<file path="src/rtl/temp_stack_if.sv">
// temp_stack_if: bus bundle for the temp_stack LIFO.
//   master : drives temp_in, reg_wr (active-low push), reg_rd (active-low pop), err_clr
//   slave  : drives temp_out, count, empty, full, ovf, udf
interface temp_stack_if #(
  parameter int WIDTH = 16,
  parameter int DEPTH = 4
);
  localparam int CW = $clog2(DEPTH + 1);

  logic [WIDTH-1:0] temp_in;
  logic             reg_wr;
  logic             reg_rd;
  logic             err_clr;
  logic [WIDTH-1:0] temp_out;
  logic [CW-1:0]    count;
  logic             empty;
  logic             full;
  logic             ovf;
  logic             udf;

  modport master (
    output temp_in, reg_wr, reg_rd, err_clr,
    input  temp_out, count, empty, full, ovf, udf
  );

  modport slave (
    input  temp_in, reg_wr, reg_rd, err_clr,
    output temp_out, count, empty, full, ovf, udf
  );
endinterface

</file>
<file path="src/rtl/temp_stack.sv">
// temp_stack: DEPTH x WIDTH LIFO with sticky overflow/underflow flags.
// All state updates on the falling clock edge; reset is asynchronous, active-low.
//   clk   : sole clock (negedge active)
//   rst_n : async active-low reset, clears entries, count and flags
//   bus   : temp_stack_if.slave (push/pop strobes, data in, top/count/status out)

// One storage entry; written only when selected as the write target.
module temp_stack_entry #(
  parameter int WIDTH = 16
) (
  input  logic             clk,
  input  logic             rst_n,
  input  logic             we_i,
  input  logic [WIDTH-1:0] d_i,
  output logic [WIDTH-1:0] q_o
);
  logic [WIDTH-1:0] data_q;

  always_ff @(negedge clk or negedge rst_n) begin
    if (!rst_n)    data_q <= '0;
    else if (we_i) data_q <= d_i;
  end

  assign q_o = data_q;
endmodule

module temp_stack #(
  parameter int WIDTH = 16,
  parameter int DEPTH = 4
) (
  input  logic         clk,
  input  logic         rst_n,
  temp_stack_if.slave  bus
);
  localparam int CW = $clog2(DEPTH + 1);

  // Strobe pair decoded as {push, pop}
  typedef enum logic [1:0] {
    OP_NONE = 2'b00,
    OP_POP  = 2'b01,
    OP_PUSH = 2'b10,
    OP_BOTH = 2'b11
  } op_e;

  op_e                         op;
  logic [CW-1:0]               count_q, count_d;
  logic                        ovf_q, ovf_d;
  logic                        udf_q, udf_d;
  logic                        ovf_set, udf_set;
  logic                        wr_en;
  logic [CW-1:0]               wr_idx;
  logic [CW-1:0]               top_idx;
  logic                        empty_w, full_w;
  logic [DEPTH-1:0][WIDTH-1:0] ent_q;
  logic [WIDTH-1:0]            top_w;

  assign op      = op_e'({~bus.reg_wr, ~bus.reg_rd});
  assign empty_w = (count_q == '0);
  assign full_w  = (count_q == CW'(DEPTH));
  assign top_idx = count_q - CW'(1);

  always_comb begin
    count_d = count_q;
    wr_en   = 1'b0;
    wr_idx  = '0;
    ovf_set = 1'b0;
    udf_set = 1'b0;
    case (op)
      OP_PUSH: begin
        if (full_w) begin
          ovf_set = 1'b1;
        end else begin
          wr_en   = 1'b1;
          wr_idx  = count_q;
          count_d = count_q + CW'(1);
        end
      end
      OP_POP: begin
        if (empty_w) udf_set = 1'b1;
        else         count_d = count_q - CW'(1);
      end
      OP_BOTH: begin
        // On an empty stack the pop half has nothing to remove, so this
        // degenerates to a plain push into slot 0 and is not an underflow.
        wr_en = 1'b1;
        if (empty_w) begin
          wr_idx  = '0;
          count_d = CW'(1);
        end else begin
          wr_idx  = top_idx;
        end
      end
      default: ;
    endcase
  end

  // A new error at the same edge as err_clr takes priority.
  assign ovf_d = ovf_set | (ovf_q & ~bus.err_clr);
  assign udf_d = udf_set | (udf_q & ~bus.err_clr);

  always_ff @(negedge clk or negedge rst_n) begin
    if (!rst_n) begin
      count_q <= '0;
      ovf_q   <= 1'b0;
      udf_q   <= 1'b0;
    end else begin
      count_q <= count_d;
      ovf_q   <= ovf_d;
      udf_q   <= udf_d;
    end
  end

  for (genvar i = 0; i < DEPTH; i++) begin : g_ent
    temp_stack_entry #(.WIDTH(WIDTH)) u_ent (
      .clk   (clk),
      .rst_n (rst_n),
      .we_i  (wr_en && (wr_idx == CW'(i))),
      .d_i   (bus.temp_in),
      .q_o   (ent_q[i])
    );
  end

  // Top-of-stack mux; stale entries above count are never selected and an
  // empty stack reads as zero.
  always_comb begin
    top_w = '0;
    for (int i = 0; i < DEPTH; i++) begin
      if (!empty_w && (top_idx == CW'(i))) top_w = ent_q[i];
    end
  end

  assign bus.temp_out = top_w;
  assign bus.count    = count_q;
  assign bus.empty    = empty_w;
  assign bus.full     = full_w;
  assign bus.ovf      = ovf_q;
  assign bus.udf      = udf_q;
endmodule
</file>
<file path="src/flat_wrapper.sv">
// flat-port wrapper written by rule: the top's interface ports become plain ports
module temp_stack_flat 
#(
  parameter int WIDTH = 16,
  parameter int DEPTH = 4
)
  (clk, rst_n, bus_temp_in, bus_reg_wr, bus_reg_rd, bus_err_clr, bus_temp_out, bus_count, bus_empty, bus_full, bus_ovf, bus_udf);
  temp_stack_if #(.WIDTH(WIDTH), .DEPTH(DEPTH)) bus_i ();
  input  logic clk;
  input  logic rst_n;
  input wire logic [$bits(bus_i.temp_in)-1:0] bus_temp_in;
  input wire logic [$bits(bus_i.reg_wr)-1:0] bus_reg_wr;
  input wire logic [$bits(bus_i.reg_rd)-1:0] bus_reg_rd;
  input wire logic [$bits(bus_i.err_clr)-1:0] bus_err_clr;
  output wire logic [$bits(bus_i.temp_out)-1:0] bus_temp_out;
  output wire logic [$bits(bus_i.count)-1:0] bus_count;
  output wire logic [$bits(bus_i.empty)-1:0] bus_empty;
  output wire logic [$bits(bus_i.full)-1:0] bus_full;
  output wire logic [$bits(bus_i.ovf)-1:0] bus_ovf;
  output wire logic [$bits(bus_i.udf)-1:0] bus_udf;
  assign bus_i.temp_in = bus_temp_in;
  assign bus_i.reg_wr = bus_reg_wr;
  assign bus_i.reg_rd = bus_reg_rd;
  assign bus_i.err_clr = bus_err_clr;
  assign bus_temp_out = bus_i.temp_out;
  assign bus_count = bus_i.count;
  assign bus_empty = bus_i.empty;
  assign bus_full = bus_i.full;
  assign bus_ovf = bus_i.ovf;
  assign bus_udf = bus_i.udf;
  temp_stack #(.WIDTH(WIDTH), .DEPTH(DEPTH)) u_core (.clk(clk), .rst_n(rst_n), .bus(bus_i));
endmodule
</file>
<file path="config.mk">
export PLATFORM = sky130hd
export DESIGN_NAME = temp_stack_flat
export DESIGN_NICKNAME = d
export VERILOG_FILES = /design/src/rtl/temp_stack_if.sv /design/src/rtl/temp_stack.sv /design/src/flat_wrapper.sv
export SDC_FILE = /design/constraint.sdc
export NUM_CORES = 1
export LEC_CHECK = 0
export BUFFER_PORTS_ARGS = -buffer_cell sky130_fd_sc_hd__buf_4
export CAP_MARGIN = 20
export CORE_UTILIZATION = 52
export CTS_BUF_LIST = sky130_fd_sc_hd__clkbuf_16
export DETAILED_ROUTE_END_ITERATION = 12
export PLACE_DENSITY = 0.76
export SLEW_MARGIN = 20
export SYNTH_ARGS = -nofsm -noshare
export SYNTH_HDL_FRONTEND = slang
export SYNTH_SLANG_ARGS = --single-unit
</file>
<file path="constraint.sdc">
create_clock -name clk -period 2.4 [get_ports clk]
set_clock_uncertainty 0.1 [all_clocks]
set_input_delay 0.24 -clock clk [delete_from_list [all_inputs] [get_ports clk]]
set_output_delay 0.24 -clock clk [all_outputs]
set_load 0.005 [all_outputs]
</file>
# Word-level counts from Yosys, hierarchy flattened
# Cells that the tools add are included.
[op_classes] eq_ne=13 bitwise_logic=7 n_addsub=2 muxes=17 reduce_logical=14
[op_table] cell="$mux W16" n=4
[op_table] cell="$mux W3" n=5
[op_table] cell="$eq A3 B2 Y1 const B" n=4
[op_table] cell="$logic_not A3 Y1" n=3
[op_table] cell="$pmux W3 S3" n=1
[op_table] cell="$logic_and A1 B1 Y1" n=8
[op_table] cell="$eq A3 B1 Y1 const B" n=2
[op_table] cell="$pmux W3 S2" n=1
[op_table] cell="$mux W1" n=5
[op_table] cell="$eq A2 B2 Y1 const B" n=2
[op_table] cell="$ne A2 B2 Y1 const B" n=2
[op_table] cell="$reduce_and A4 Y1" n=1
[op_table] cell="$add A3 B1 Y3 const B" n=1
[op_table] cell="$eq A3 B3 Y1 const B" n=1
[op_table] cell="$not A1 Y1" n=3
[op_table] cell="$reduce_bool A3 Y1" n=1
[op_table] cell="$sub A3 B1 Y3 const B" n=1
[op_table] cell="$and A1 B1 Y1" n=2
[op_table] cell="$eq A2 B1 Y1 const B" n=1
[op_table] cell="$ne A2 B1 Y1 const B" n=1
[op_table] cell="$or A1 B1 Y1" n=2
[op_table] cell="$pmux W1 S2" n=1
[op_table] cell="$logic_not A1 Y1" n=1
[word_totals] word_cells=60 reg_bits=69 output_inout_bits=23

# Depth between registers and ports, before layout
# Gate-level depths: netlist of run 1.
[depth] ltp_word=7 ltp_mapped=10

# Hierarchy
# Synthesis of run 1 repeated with hierarchy kept, for this count alone.
[unflattened] hier_cells=269 hier_area_um2=3663.5
[by_module_without_submodules] module="temp_stack_entry" seq_area_each_um2=400.4 cells_per_inst=34 instances=4 area_per_inst_um2=649.4
[by_module_without_submodules] module="temp_stack" seq_area_each_um2=125.1 cells_per_inst=133 instances=1 area_per_inst_um2=1066.0

==> metrics.md, run 1 <==
| Metric | Value |
|---|---|
| Critical Path Max Stage Delay | `0.46 ns` |
| Grt met1 use | `about two fifths` |
| Commonest non-fill, non-tap cell in the layout | `buf_4` |
| Reg-to-reg endpoint | `u_core.g_ent[2].u_ent.q_o[12]$_DFFE_NN0P_` |
| Commonest cells after routing, fill and taps aside | `75 x buf_4, 69 x dfrtn_1, 64 x mux2_4` |
| IO Port Bufs | `43` |
| Yosys top cell by area | `dfrtn_1` |
| Gr ovfl total | `0` |
| All-Layer GR Usage | `29.6%` |
| Largest cells by area after synthesis | `dfrtn_1 49%, mux2_2 14%, mux2_4 8.5%` |
| Post-synth top area share | `a little under 50%` |
| Syn_area_per_cell | `between 10 and 15 µm²` |
| Critical path depth | `9` |
| Fin util | `80.9%` |
| CTS Buffer Depth | `2` |
| Area Growth Syn to Fin | `47.6%` |
| Pins Over Slew Limit | `0` |
| Hold Startpoint | `u_core.g_ent[1].u_ent.q_o[2]$_DFFE_NN0P_` |
| Vias/cell | `between 6 and 7` |
| Mapped cell area | `approximately 0.0035 mm²` |
| Htree depth | `3` |
| Maximum VDD drop | `about 0.00081 V` |
| Hold Buf Count CTS | `0` |
| Die Area | `approximately 0.007 mm²` |
| Initial antenna violation count | `0` |
| CP Launch Point | `u_core.bus.count[0]$_DFFE_NN0P_` |
| TritonCTS Buffers | `9` |
| TritonCTS Sinks | `69` |
| Mapped Cells | `approximately 270` |
| Crit Path Max Fanout | `6` |
| Power per cell area | `about 1500 mW/mm²` |
| WP buf/inv | `4` |
| Top_reg_cell synth | `dfrtn_1` |
| Crit end category | `output pin` |
| Die X | `84.5 µm` |
| Diode count | `0` |
| FF-to-FF path depth | `12` |
| # rows | `29` |
| RR Startpoint | `u_core.bus.count[2]$_DFFE_NN0P_` |
| Critical path required time | `a little over 2 ns` |
| Synth Warn # | `0` |
| Critical Path Slowest Stage Cell | `dfrtn_1` |
| Post-route DRC | `6` |
| Critical Path, Cell by Cell | `inv_4 -> ha_4 -> xor2_2 -> buf_4 -> nor3b_4 -> buf_6 -> a22oi_2 -> o21ai_2 -> buf_4` |
| Vias in the first global route | `2845` |
| Count of cell types in the netlist | `47` |
| Routed WL | `about 10000 µm` |
| Wire length of the first global-routing pass | `about 16000 µm` |
| P_leak | `approximately 0.0024 µW` |
| Worst-skew pair later-pin latency | `between 0.3 and 0.4 ns` |
| CTS tree | `yes` |
| I/O Pins | `44` |
| Share of layout cells above drive strength 1 | `63.9%` |
| Top cell by count, worst path | `buf_4` |
| Crit path kind | `flip-flop to output pin` |
| Syn nets | `about 300` |
| Critical path data arrival time | `3.28 ns` |
| EDFF count, synth | `0` |
| Worst Setup Start Kind | `flip-flop` |
| Top Usage Layer GRT | `met2` |
| RSZ-0062 raised after global routing | `true` |
| Max cap viols | `0` |
| Final hold viol count | `0` |
| Core box area | `about 0.0065 mm²` |
| Max_slew headroom | `roughly 75%` |
| GR Layer Usage met2 | `between 40 and 50%` |
| Fin worst setup slack | `-1.22 ns` |
| Largest net degree at the start of global routing | `70` |
| WL per Instance | `22.9 µm` |
| NumNets Final | `396` |
| Slew @ Worst Pin | `about 0.38 ns` |
| Crit path max-delay family | `buffers and inverters` |
| 1st-iter DRT viols | `170` |
| Detailed Routing Iterations Pass 1 | `9` |
| Final setup vio count | `87` |
| Fraction of the yosys area taken by sequential cells | `48.8%` |
| Vias | `2720` |
| Failing checks | `design-rule violations, negative setup slack` |
| CTS root buf | `clkbuf_16` |
| Initial Util | `between 50 and 60%` |
| Routed Antenna Nets | `0` |
| Status | `finished with violations` |
| Seq cells post-synth | `between 60 and 70` |
| CTS clk-pin slew, worst paths | `approximately 0.040 ns` |
| Critical path destination | `bus_temp_out[5]` |
| Final Power | `between 7000 and 8000 µW` |
| R2r setup slk | `-0.19 ns` |
| Post-synth ARST share | `between 90% and 100%` |
| Die H | `about 85 µm` |
| Type of the most critical hold path | `flip-flop to flip-flop` |
| HPWL after DPL | `5360 µm` |
| Met3 Use GR | `4.72%` |
| GP Congestion | `approximately 0.89` |
[flip-flops by register name, indices dropped and copies added (netlist names)]
| register | cells |
|---|---|
| u_core.bus.udf | 1 |
| u_core.g_ent.u_ent.q_o | 64 |
| u_core.bus.ovf | 1 |
| u_core.bus.count | 3 |
[logic make-up after synthesis]
group	after synthesis	synth area share (%)
AO/OA/AOI/OAI	71	15.4
multiplexers	65	22.8
buffers and inverters	30	5.02
AND/OR/NAND/NOR	32	5.66
XOR/XNOR	1	0.247
flip-flops	69	48.8
adder cells (fa/ha/maj)	6	2.12
[worst min-delay path by stage]
| stage | end | cells after the start |
|---|---|---|
| 3_3_place_gp | u_core.g_ent[3].u_ent.q_o[7]$_DFFE_NN0P_ | 1 |
| 5_1_grt | u_core.g_ent[0].u_ent.q_o[8]$_DFFE_NN0P_ | 1 |
| 4_1_cts | u_core.g_ent[0].u_ent.q_o[6]$_DFFE_NN0P_ | 1 |
| 6_report | u_core.g_ent[1].u_ent.q_o[2]$_DFFE_NN0P_ | 1 |
| 2_1_floorplan | u_core.g_ent[3].u_ent.q_o[2]$_DFFE_NN0P_ | 1 |
| 3_5_place_dp | u_core.g_ent[0].u_ent.q_o[15]$_DFFE_NN0P_ | 1 |
[per-layer routing]
metal,wire length (µm),vias up
met5,0,-
met2,5120,98
met1,4430,1388
met3,382,35
met4,372,0
li1,-,1199
[synth_stat cells, types with 2 or more instances]
master	instances
a21oi_1	4
a221o_1	2
a22oi_1	30
buf_4	6
buf_6	4
clkbuf_1	9
dfrtn_1	69
ha_1	6
inv_1	9
mux2_1	2
mux2_2	43
mux2_4	20
nand2_1	5
nand2b_1	4
nor2_1	7
nor2b_1	3
o21ai_0	17
o22ai_1	4
o311ai_4	2
[worst register-to-register path, stage by stage (launching register included)]
cell and delay (ns):
dfrtn_1 0.37, buf_4 0.15, buf_6 0.10, buf_4 0.13, buf_12 0.12, buf_6 0.15, mux2_2 0.27, a32o_2 0.27
o311ai_4 0.08, buf_6 0.17, buf_12 0.11, buf_16 0.12, mux2_4 0.29
[stage by stage]
| stage | cells | TNS (ns) | worst slack, ns | hold slack [ns] | area [µm²] |
|---|---|---|---|---|---|
| after floorplan | 274 | -49.77 | -0.927 | 0.341 | 3830 |
| after global placement | 419 | -54.27 | -0.804 | 0.350 | 4470 |
| after detailed placement | 419 | -55.91 | -0.856 | 0.353 | 4470 |
| after CTS | 449 | -36.25 | -1.18 | 0.356 | 5120 |
| after global routing | 451 | -43.05 | -1.30 | 0.369 | 5230 |
| final | 451 | -39.93 | -1.22 | 0.361 | 5230 |
[timing repair]
| item | in CTS | in global routing |
|---|---|---|
| cloned | 3 | 0 |
| setup endpoints to repair | 86 | 89 |
| pin swaps | 9 | 6 |
| gates resized for setup | 54 | 25 |
| setup buffers | 12 | 2 |
[cell type report]
class,count,area (µm²)
Tap cell,77,96.3
Multi-Input combinational cell,175,2040
Fill cell,344,1230
Clock inverter,7,65.1
Sequential cell,69,1730
Inverter,9,36.3
Timing Repair Buffer,105,1040
Clock buffer,9,225
[power by group]
part	switching [µW]	leakage [µW]	internal, µW
Combinational	1810	0.00147	2450
Sequential	450	0.000829	1800
Clock	535	0.000143	800
Total	2790	0.00244	5050
Power figures use the tool's default switching activity.
==> run 2: changes to the inputs <==
--- a/config.mk
+++ b/config.mk
@@ -7,10 +7,11 @@
 export LEC_CHECK = 0
 export BUFFER_PORTS_ARGS = -buffer_cell sky130_fd_sc_hd__buf_4
 export CAP_MARGIN = 20
-export CORE_UTILIZATION = 52
+export CORE_UTILIZATION = 58
 export CTS_BUF_LIST = sky130_fd_sc_hd__clkbuf_16
 export DETAILED_ROUTE_END_ITERATION = 12
-export PLACE_DENSITY = 0.76
+export PLACE_DENSITY = 0.8
+export SETUP_SLACK_MARGIN = 0.2
 export SLEW_MARGIN = 20
 export SYNTH_ARGS = -nofsm -noshare
 export SYNTH_HDL_FRONTEND = slang
==> constraint.sdc (replaced) <==
create_clock -name clk -period 3.35 [get_ports clk]
set_clock_uncertainty 0.1 [all_clocks]
set_input_delay 0.335 -clock clk [delete_from_list [all_inputs] [get_ports clk]]
set_output_delay 0.335 -clock clk [all_outputs]
set_load 0.005 [all_outputs]
==> run 2 against run 1 <==
Net effect: global-route usage is 9.9 points higher; largest cell class unchanged; via count is 11% higher; wire length is 24% higher; cell area grew 1.7%; the run still ends with design-rule violations, negative setup slack left; critical path type unchanged; register-to-register slack improved by 0.77 ns; die area is 10% lower.
==> metrics.md, run 2 (same netlist as run 1, synthesis figures left out) <==
| Metric | Value |
|---|---|
| DP Area | `0.00445 mm² (was 0.00447 mm²)` |
| Largest net degree at the start of global routing | `31 (was 70)` |
| Max cap viols | `0 (unchanged)` |
| R2r setup slk | `0.58 ns (was -0.19 ns)` |
| Top Usage Layer GRT | `met2 (unchanged)` |
| Vias/cell | `6.65 (was 6.03)` |
| Die H | `80.1 µm (was 84.5 µm)` |
| Final Power | `5940 µW (was 7840 µW)` |
| WL per Instance | `28.2 µm (was 22.9 µm)` |
| Gr ovfl total | `0 (unchanged)` |
| Met3 Use GR | `7.84% (was 4.72%)` |
| CTS root buf | `clkbuf_16 (unchanged)` |
| Detailed Routing Iterations Pass 1 | `9 (unchanged)` |
| CTS Buffer Depth | `2 (unchanged)` |
| RSZ-0062 raised after global routing | `true (unchanged)` |
| RR Startpoint | `u_core.bus.count[0]$_DFFE_NN0P_ (was u_core.bus.count[2]$_DFFE_NN0P_)` |
| Wire length of the first global-routing pass | `17900 µm (was 16000 µm)` |
| All-Layer GR Usage | `39.5% (was 29.6%)` |
| FF-to-FF path depth | `11 (was 12)` |
| Hold Path Sink | `u_core.g_ent[1].u_ent.q_o[9]$_DFFE_NN0P_ (was u_core.g_ent[1].u_ent.q_o[2]$_DFFE_NN0P_)` |
| Die X | `80.1 µm (was 84.5 µm)` |
| Fin area | `0.00532 mm² (was 0.00523 mm²)` |
| Htree depth | `3 (unchanged)` |
| HPWL after DPL | `5690 µm (was 5360 µm)` |
| Diode count | `0 (unchanged)` |
| TritonCTS Sinks | `69 (unchanged)` |
| Type of the most critical hold path | `flip-flop to flip-flop (unchanged)` |
| Crit end category | `output pin (unchanged)` |
| Vias in the first global route | `3051 (was 2845)` |
| Slew @ Worst Pin | `0.434 ns (was 0.376 ns)` |
| CTS clk-pin slew, worst paths | `0.05 ns (was 0.04 ns)` |
| 1st-iter DRT viols | `357 (was 170)` |
| NumNets Final | `399 (was 396)` |
| Core box area | `0.00592 mm² (was 0.00646 mm²)` |
| I/O Pins | `44 (unchanged)` |
| Grt met1 use | `48.6% (was 40.2%)` |
| P_leak | `0.00249 µW (was 0.00244 µW)` |
| Commonest non-fill, non-tap cell in the layout | `buf_4 (unchanged)` |
| Max FFs per register | `64 (unchanged)` |
| Critical path required time | `2.91 ns (was 2.06 ns)` |
| CTS tree | `yes (unchanged)` |
| Setup TNS | `-15.46 ns (was -39.93 ns)` |
| Pins Over Slew Limit | `0 (unchanged)` |
| Critical path data arrival time | `3.92 ns (was 3.28 ns)` |
| Status | `finished with violations (unchanged)` |
| Worst Setup Start Kind | `flip-flop (unchanged)` |
| GP Congestion | `0.840 (was 0.888)` |
| Failing checks | `design-rule violations, negative setup slack (unchanged)` |
| Post-route DRC | `1 (was 6)` |
| Worst-skew pair later-pin latency | `0.34 ns (about the same)` |
| GR Layer Usage met2 | `64.9% (was 47.6%)` |
| Cells after DPL | `414 (was 419)` |
| Post-placement setup slack | `-0.429 ns (was -0.856 ns)` |
| Commonest cells after routing, fill and taps aside | `74 x buf_4, 69 x dfrtn_1, 64 x mux2_4 (was 75 x buf_4, 69 x dfrtn_1, 64 x mux2_4)` |
| CP Launch Point | `u_core.bus.count[0]$_DFFE_NN0P_ (unchanged)` |
| Fin worst setup slack | `-1.00 ns (was -1.22 ns)` |
| TritonCTS Buffers | `9 (unchanged)` |
| Vias | `3006 (was 2720)` |
| Crit path kind | `flip-flop to output pin (unchanged)` |
| Area Growth Syn to Fin | `50.2% (was 47.6%)` |
| Post-route insts no fill | `452 (was 451)` |
| Final hold viol count | `0 (unchanged)` |
| Share of layout cells above drive strength 1 | `62.1% (was 63.9%)` |
| Crit Path Max Fanout | `7 (was 6)` |
| # rows | `28 (was 29)` |
| Worst hold path depth | `1 (unchanged)` |
| Die Area | `0.00642 mm² (was 0.00714 mm²)` |
| Power per cell area | `1120 mW/mm² (was 1500 mW/mm²)` |
| Final setup vio count | `19 (was 87)` |
| Maximum VDD drop | `0.000687 V (was 0.000810 V)` |
| Initial Util | `59.8% (was 54.8%)` |
| Reg-to-reg endpoint | `u_core.g_ent[3].u_ent.q_o[0]$_DFFE_NN0P_ (was u_core.g_ent[2].u_ent.q_o[12]$_DFFE_NN0P_)` |
| Routed WL | `12800 µm (was 10300 µm)` |
| Max_slew headroom | `71.1% (was 74.9%)` |
| Hold Startpoint | `u_core.g_ent[1].u_ent.q_o[9]$_DFFE_NN0P_ (was u_core.g_ent[1].u_ent.q_o[2]$_DFFE_NN0P_)` |
| IO Port Bufs | `43 (unchanged)` |
| Routed Antenna Nets | `0 (unchanged)` |
| Initial antenna violation count | `0 (unchanged)` |
-- run 2: cell types whose count changed in the layout (fill, tap and decap cells not counted), sizes merged --
cell	previous run	this run
buf	104	107
bufinv	1	2
clkinv	4	3
-- run 2: power breakdown --
part	switching, µW	internal [µW]
Combinational	1440	1780
Sequential	374	1290
Clock	403	656
-- run 2: worst max path at each step --
stage / end / slack [ns] / cells after the start
after floorplan: bus_temp_out[10] / -0.55 / 8
after global placement: bus_temp_out[14] / -0.40 / 8
after CTS: bus_temp_out[0] / -0.78 / 9
after detailed placement: bus_temp_out[14] / -0.43 / 8
after global routing: bus_temp_out[11] / -1.04 / 9
final: bus_temp_out[11] / -1.00 / 9
-- run 2: stage by stage --
step | utilization (%) | hold slack [ns]
finish | 89.8 | 0.367
global route | 89.8 | 0.369
CTS | 88.1 | 0.362
detailed placement | 75.1 | 0.354
global placement | 75.1 | 0.350
floorplan | - | 0.341
-- run 2: what timing repair did --
action                                  CTS  global route
hold buffers                              0             0
resized for setup                        52            15
endpoints found under the setup margin   84            85
pin swaps                                 7             2
endpoints found under the hold margin     0             0
setup buffers                            14             2
cloned                                    5             1
-- run 2: per-layer routing --
layer	wire length, µm	part of all wire [%]
met5	0	0
met2	6280	49
met4	554	4.3
met1	4880	38
met3	1050	8.2
-- run 2: cell type report --
class / count / area, µm²
fillers: 206 / 606
well taps: 75 / 93.8
clock inverters: 7 / 98.8
clock buffers: 9 / 225
inverters: 9 / 36.3
flip-flops and latches: 69 / 1730
multi-input cells: 175 / 2000
repair buffers: 108 / 1140
-- run 2: worst max-delay path, stage by stage, from the launching register on --
cell and delay (ns):
dfrtn_1 0.45, inv_4 0.06, ha_4 0.18, xor2_4 0.16, buf_6 0.13, nor3b_4 0.32
buf_6 0.22, a22oi_1 0.13, o21ai_2 0.10, buf_4 0.14
==> run 3: changes to the inputs <==
--- a/config.mk
+++ b/config.mk
@@ -7,6 +7,7 @@
 export LEC_CHECK = 0
 export BUFFER_PORTS_ARGS = -buffer_cell sky130_fd_sc_hd__buf_4
 export CAP_MARGIN = 20
+export CORE_MARGIN = 2
 export CORE_UTILIZATION = 58
 export CTS_BUF_LIST = sky130_fd_sc_hd__clkbuf_16
 export DETAILED_ROUTE_END_ITERATION = 12
==> run 3 against run 2 <==
Net effect: the flow finishes with violations (negative setup slack); first-iteration DRC count increased by 55%; combinational power increased by 2%; total power increased by 1.2%; non-clock buffer count increased by 7; sequential cell count unchanged; die area increased by 5.1%.
==> metrics.md, run 3 (same netlist as run 1, synthesis figures left out) <==
| Metric | Value |
|---|---|
| TritonCTS Buffers | `9 (unchanged)` |
| Final hold viol count | `0 (unchanged)` |
| Fin area | `0.00536 mm² (was 0.00532 mm²)` |
| Sequential Power Share | `28.1% (was 28.0%)` |
| TritonCTS Sinks | `69 (unchanged)` |
| Multi-input gate area | `0.00201 mm² (was 0.00200 mm²)` |
| Htree depth | `3 (unchanged)` |
| # rows | `28 (unchanged)` |
| Combinational fraction of design power | `54.3% (was 54.2%)` |
| Die Area | `0.00674 mm² (was 0.00642 mm²)` |
| Post-placement setup slack | `-0.458 ns (was -0.429 ns)` |
| I/O Pins | `44 (unchanged)` |
| CTS tree | `yes (unchanged)` |
| Worst Setup Start Kind | `flip-flop (unchanged)` |
| Commonest cells after routing, fill and taps aside | `78 x buf_4, 69 x dfrtn_1, 64 x mux2_4 (was 74 x buf_4, 69 x dfrtn_1, 64 x mux2_4)` |
| P_leak | `0.00252 µW (was 0.00249 µW)` |
| WL per Instance | `30.0 µm (was 28.2 µm)` |
| Fillers | `193 (was 206)` |
| Detailed Routing Iterations Pass 1 | `6 (was 9)` |
| Vias in the first global route | `3093 (was 3051)` |
| Status | `finished with violations (unchanged)` |
| Maximum VDD drop | `0.000729 V (was 0.000687 V)` |
| CTS root buf | `clkbuf_16 (unchanged)` |
| CTS Buffer Depth | `2 (unchanged)` |
| CTS clk-pin slew, worst paths | `0.04 ns (was 0.05 ns)` |
| Worst-skew pair later-pin latency | `0.34 ns (about the same)` |
| Pins Over Slew Limit | `0 (unchanged)` |
| Final setup vio count | `31 (was 19)` |
| All-Layer GR Usage | `36.5% (was 39.5%)` |
| Critical path required time | `2.91 ns (about the same)` |
| Routed Antenna Nets | `0 (unchanged)` |
| GP Congestion | `0.829 (was 0.840)` |
| Diode count | `0 (unchanged)` |
| Max cap viols | `0 (unchanged)` |
| Crit Path Max Fanout | `6 (was 7)` |
| Area Growth Syn to Fin | `51.5% (was 50.2%)` |
| Net Sw Power | `2280 µW (was 2220 µW)` |
| R2r setup slk | `0.72 ns (was 0.58 ns)` |
| DP Area | `0.00446 mm² (was 0.00445 mm²)` |
| Wire length of the first global-routing pass | `17400 µm (was 17900 µm)` |
| Type of the most critical hold path | `flip-flop to flip-flop (unchanged)` |
| IO Port Bufs | `43 (unchanged)` |
| Failing checks | `negative setup slack (was design-rule violations, negative setup slack)` |
| Vias | `3192 (was 3006)` |
| Gr ovfl total | `0 (unchanged)` |
| Crit path kind | `flip-flop to output pin (unchanged)` |
| Hold Buf Count CTS | `0 (unchanged)` |
| RSZ-0062 raised after global routing | `true (unchanged)` |
| Die H | `82.1 µm (was 80.1 µm)` |
| Share of layout cells above drive strength 1 | `63.5% (was 62.1%)` |
| Post-route DRC | `0 (was 1)` |
| Power per cell area | `1120 mW/mm² (about the same)` |
| Commonest non-fill, non-tap cell in the layout | `buf_4 (unchanged)` |
| Routed WL | `13800 µm (was 12800 µm)` |
| HPWL after DPL | `6030 µm (was 5690 µm)` |
| Slew @ Worst Pin | `0.516 ns (was 0.434 ns)` |
| Crit end category | `output pin (unchanged)` |
| Register Area | `0.00173 mm² (unchanged)` |
| Sw Share | `37.8% (was 37.3%)` |
| Int Power | `3740 µW (was 3730 µW)` |
| Core box area | `0.00592 mm² (unchanged)` |
| Clock power frac | `17.6% (was 17.8%)` |
| Vias/cell | `6.95 (was 6.65)` |
| Die X | `82.1 µm (was 80.1 µm)` |
| Max FFs per register | `64 (unchanged)` |
| Max_slew headroom | `65.6% (was 71.1%)` |
| 1st-iter DRT viols | `554 (was 357)` |
| Fin util | `90.6% (was 89.8%)` |
| Initial Util | `59.8% (unchanged)` |
| NumNets Final | `406 (was 399)` |
| Fin worst setup slack | `-1.01 ns (was -1.00 ns)` |
| Initial antenna violation count | `1 (was 0)` |
| Largest net degree at the start of global routing | `39 (was 31)` |
| Critical path data arrival time | `3.92 ns (about the same)` |
[run 3: cell count changes in the layout (fill, tap and decap cells not counted), sizes merged]
cell / previous run / this run
buf: 107 / 113
clkbuf: 10 / 11
clkinvlp: 1 / 0
inv: 10 / 11
[run 3: per-stage QoR]
step	total power [µW]	TNS, ns	hold WS (ns)	instances
finish	6020	-15.86	0.378	459
global route	6160	-16.83	0.392	459
CTS	5470	-13.57	0.358	450
detailed placement	4050	-26.10	0.352	420
global placement	3940	-22.93	0.351	420
floorplan	3200	-18.49	0.341	274
[run 3: area by class of cell]
cell class | instances | share of cell area (%)
Sequential cell | 69 | 32.2
Inverter | 9 | 0.723
Timing Repair Buffer | 115 | 22.0
Clock inverter | 7 | 1.68
Multi-Input combinational cell | 175 | 37.5
Clock buffer | 9 | 4.20
Tap cell | 75 | 1.75
[run 3: worst paths after layout]
path                                                           from  cells past startpoint                                        end
max reg2reg                         u_core.bus.count[1]$_DFFE_NN0P_                      9  u_core.g_ent[2].u_ent.q_o[12]$_DFFE_NN0P_
min in group asynchronous                                     rst_n                      1   u_core.g_ent[2].u_ent.q_o[0]$_DFFE_NN0P_
max                                 u_core.bus.count[0]$_DFFE_NN0P_                      9                           bus_temp_out[14]
min reg2reg                u_core.g_ent[0].u_ent.q_o[5]$_DFFE_NN0P_                      1   u_core.g_ent[0].u_ent.q_o[5]$_DFFE_NN0P_
max in group asynchronous                                     rst_n                      2   u_core.g_ent[3].u_ent.q_o[8]$_DFFE_NN0P_
min                        u_core.g_ent[0].u_ent.q_o[5]$_DFFE_NN0P_                      1   u_core.g_ent[0].u_ent.q_o[5]$_DFFE_NN0P_
[run 3: worst max-delay path, stage by stage (launching register included)]
cell and delay, ns:
dfrtn_1 0.48, inv_4 0.07, ha_4 0.18, xor2_2 0.21, buf_4 0.18, nor3b_4 0.05
buf_12 0.13, buf_8 0.13, a221o_1 0.34, buf_4 0.14
[run 3: power groups by stage]
stage	Combinational (µW)	Clock, µW	Sequential (µW)
floorplan	1720	0	1480
global placement	2410	0	1530
detailed placement	2500	0	1560
CTS	2870	1020	1580
global route	3380	1080	1700
finish	3270	1060	1690
[run 3: timing repair]
action	CTS	global route
setup buffers	11	7
pin swaps	6	11
endpoints found under the setup margin	84	83
gates cloned	3	2
resized for setup	58	19
[run 3: per-layer routing]
metal / vias to the layer above / wire length [µm] / global-route usage [%]
met4: 2 / 892 / 20.0
li1: 1227 / - / -
met5: - / 13 / 0
met1: 1573 / 4870 / 43.4
met2: 298 / 6690 / 60.9
met3: 92 / 1310 / 8.91
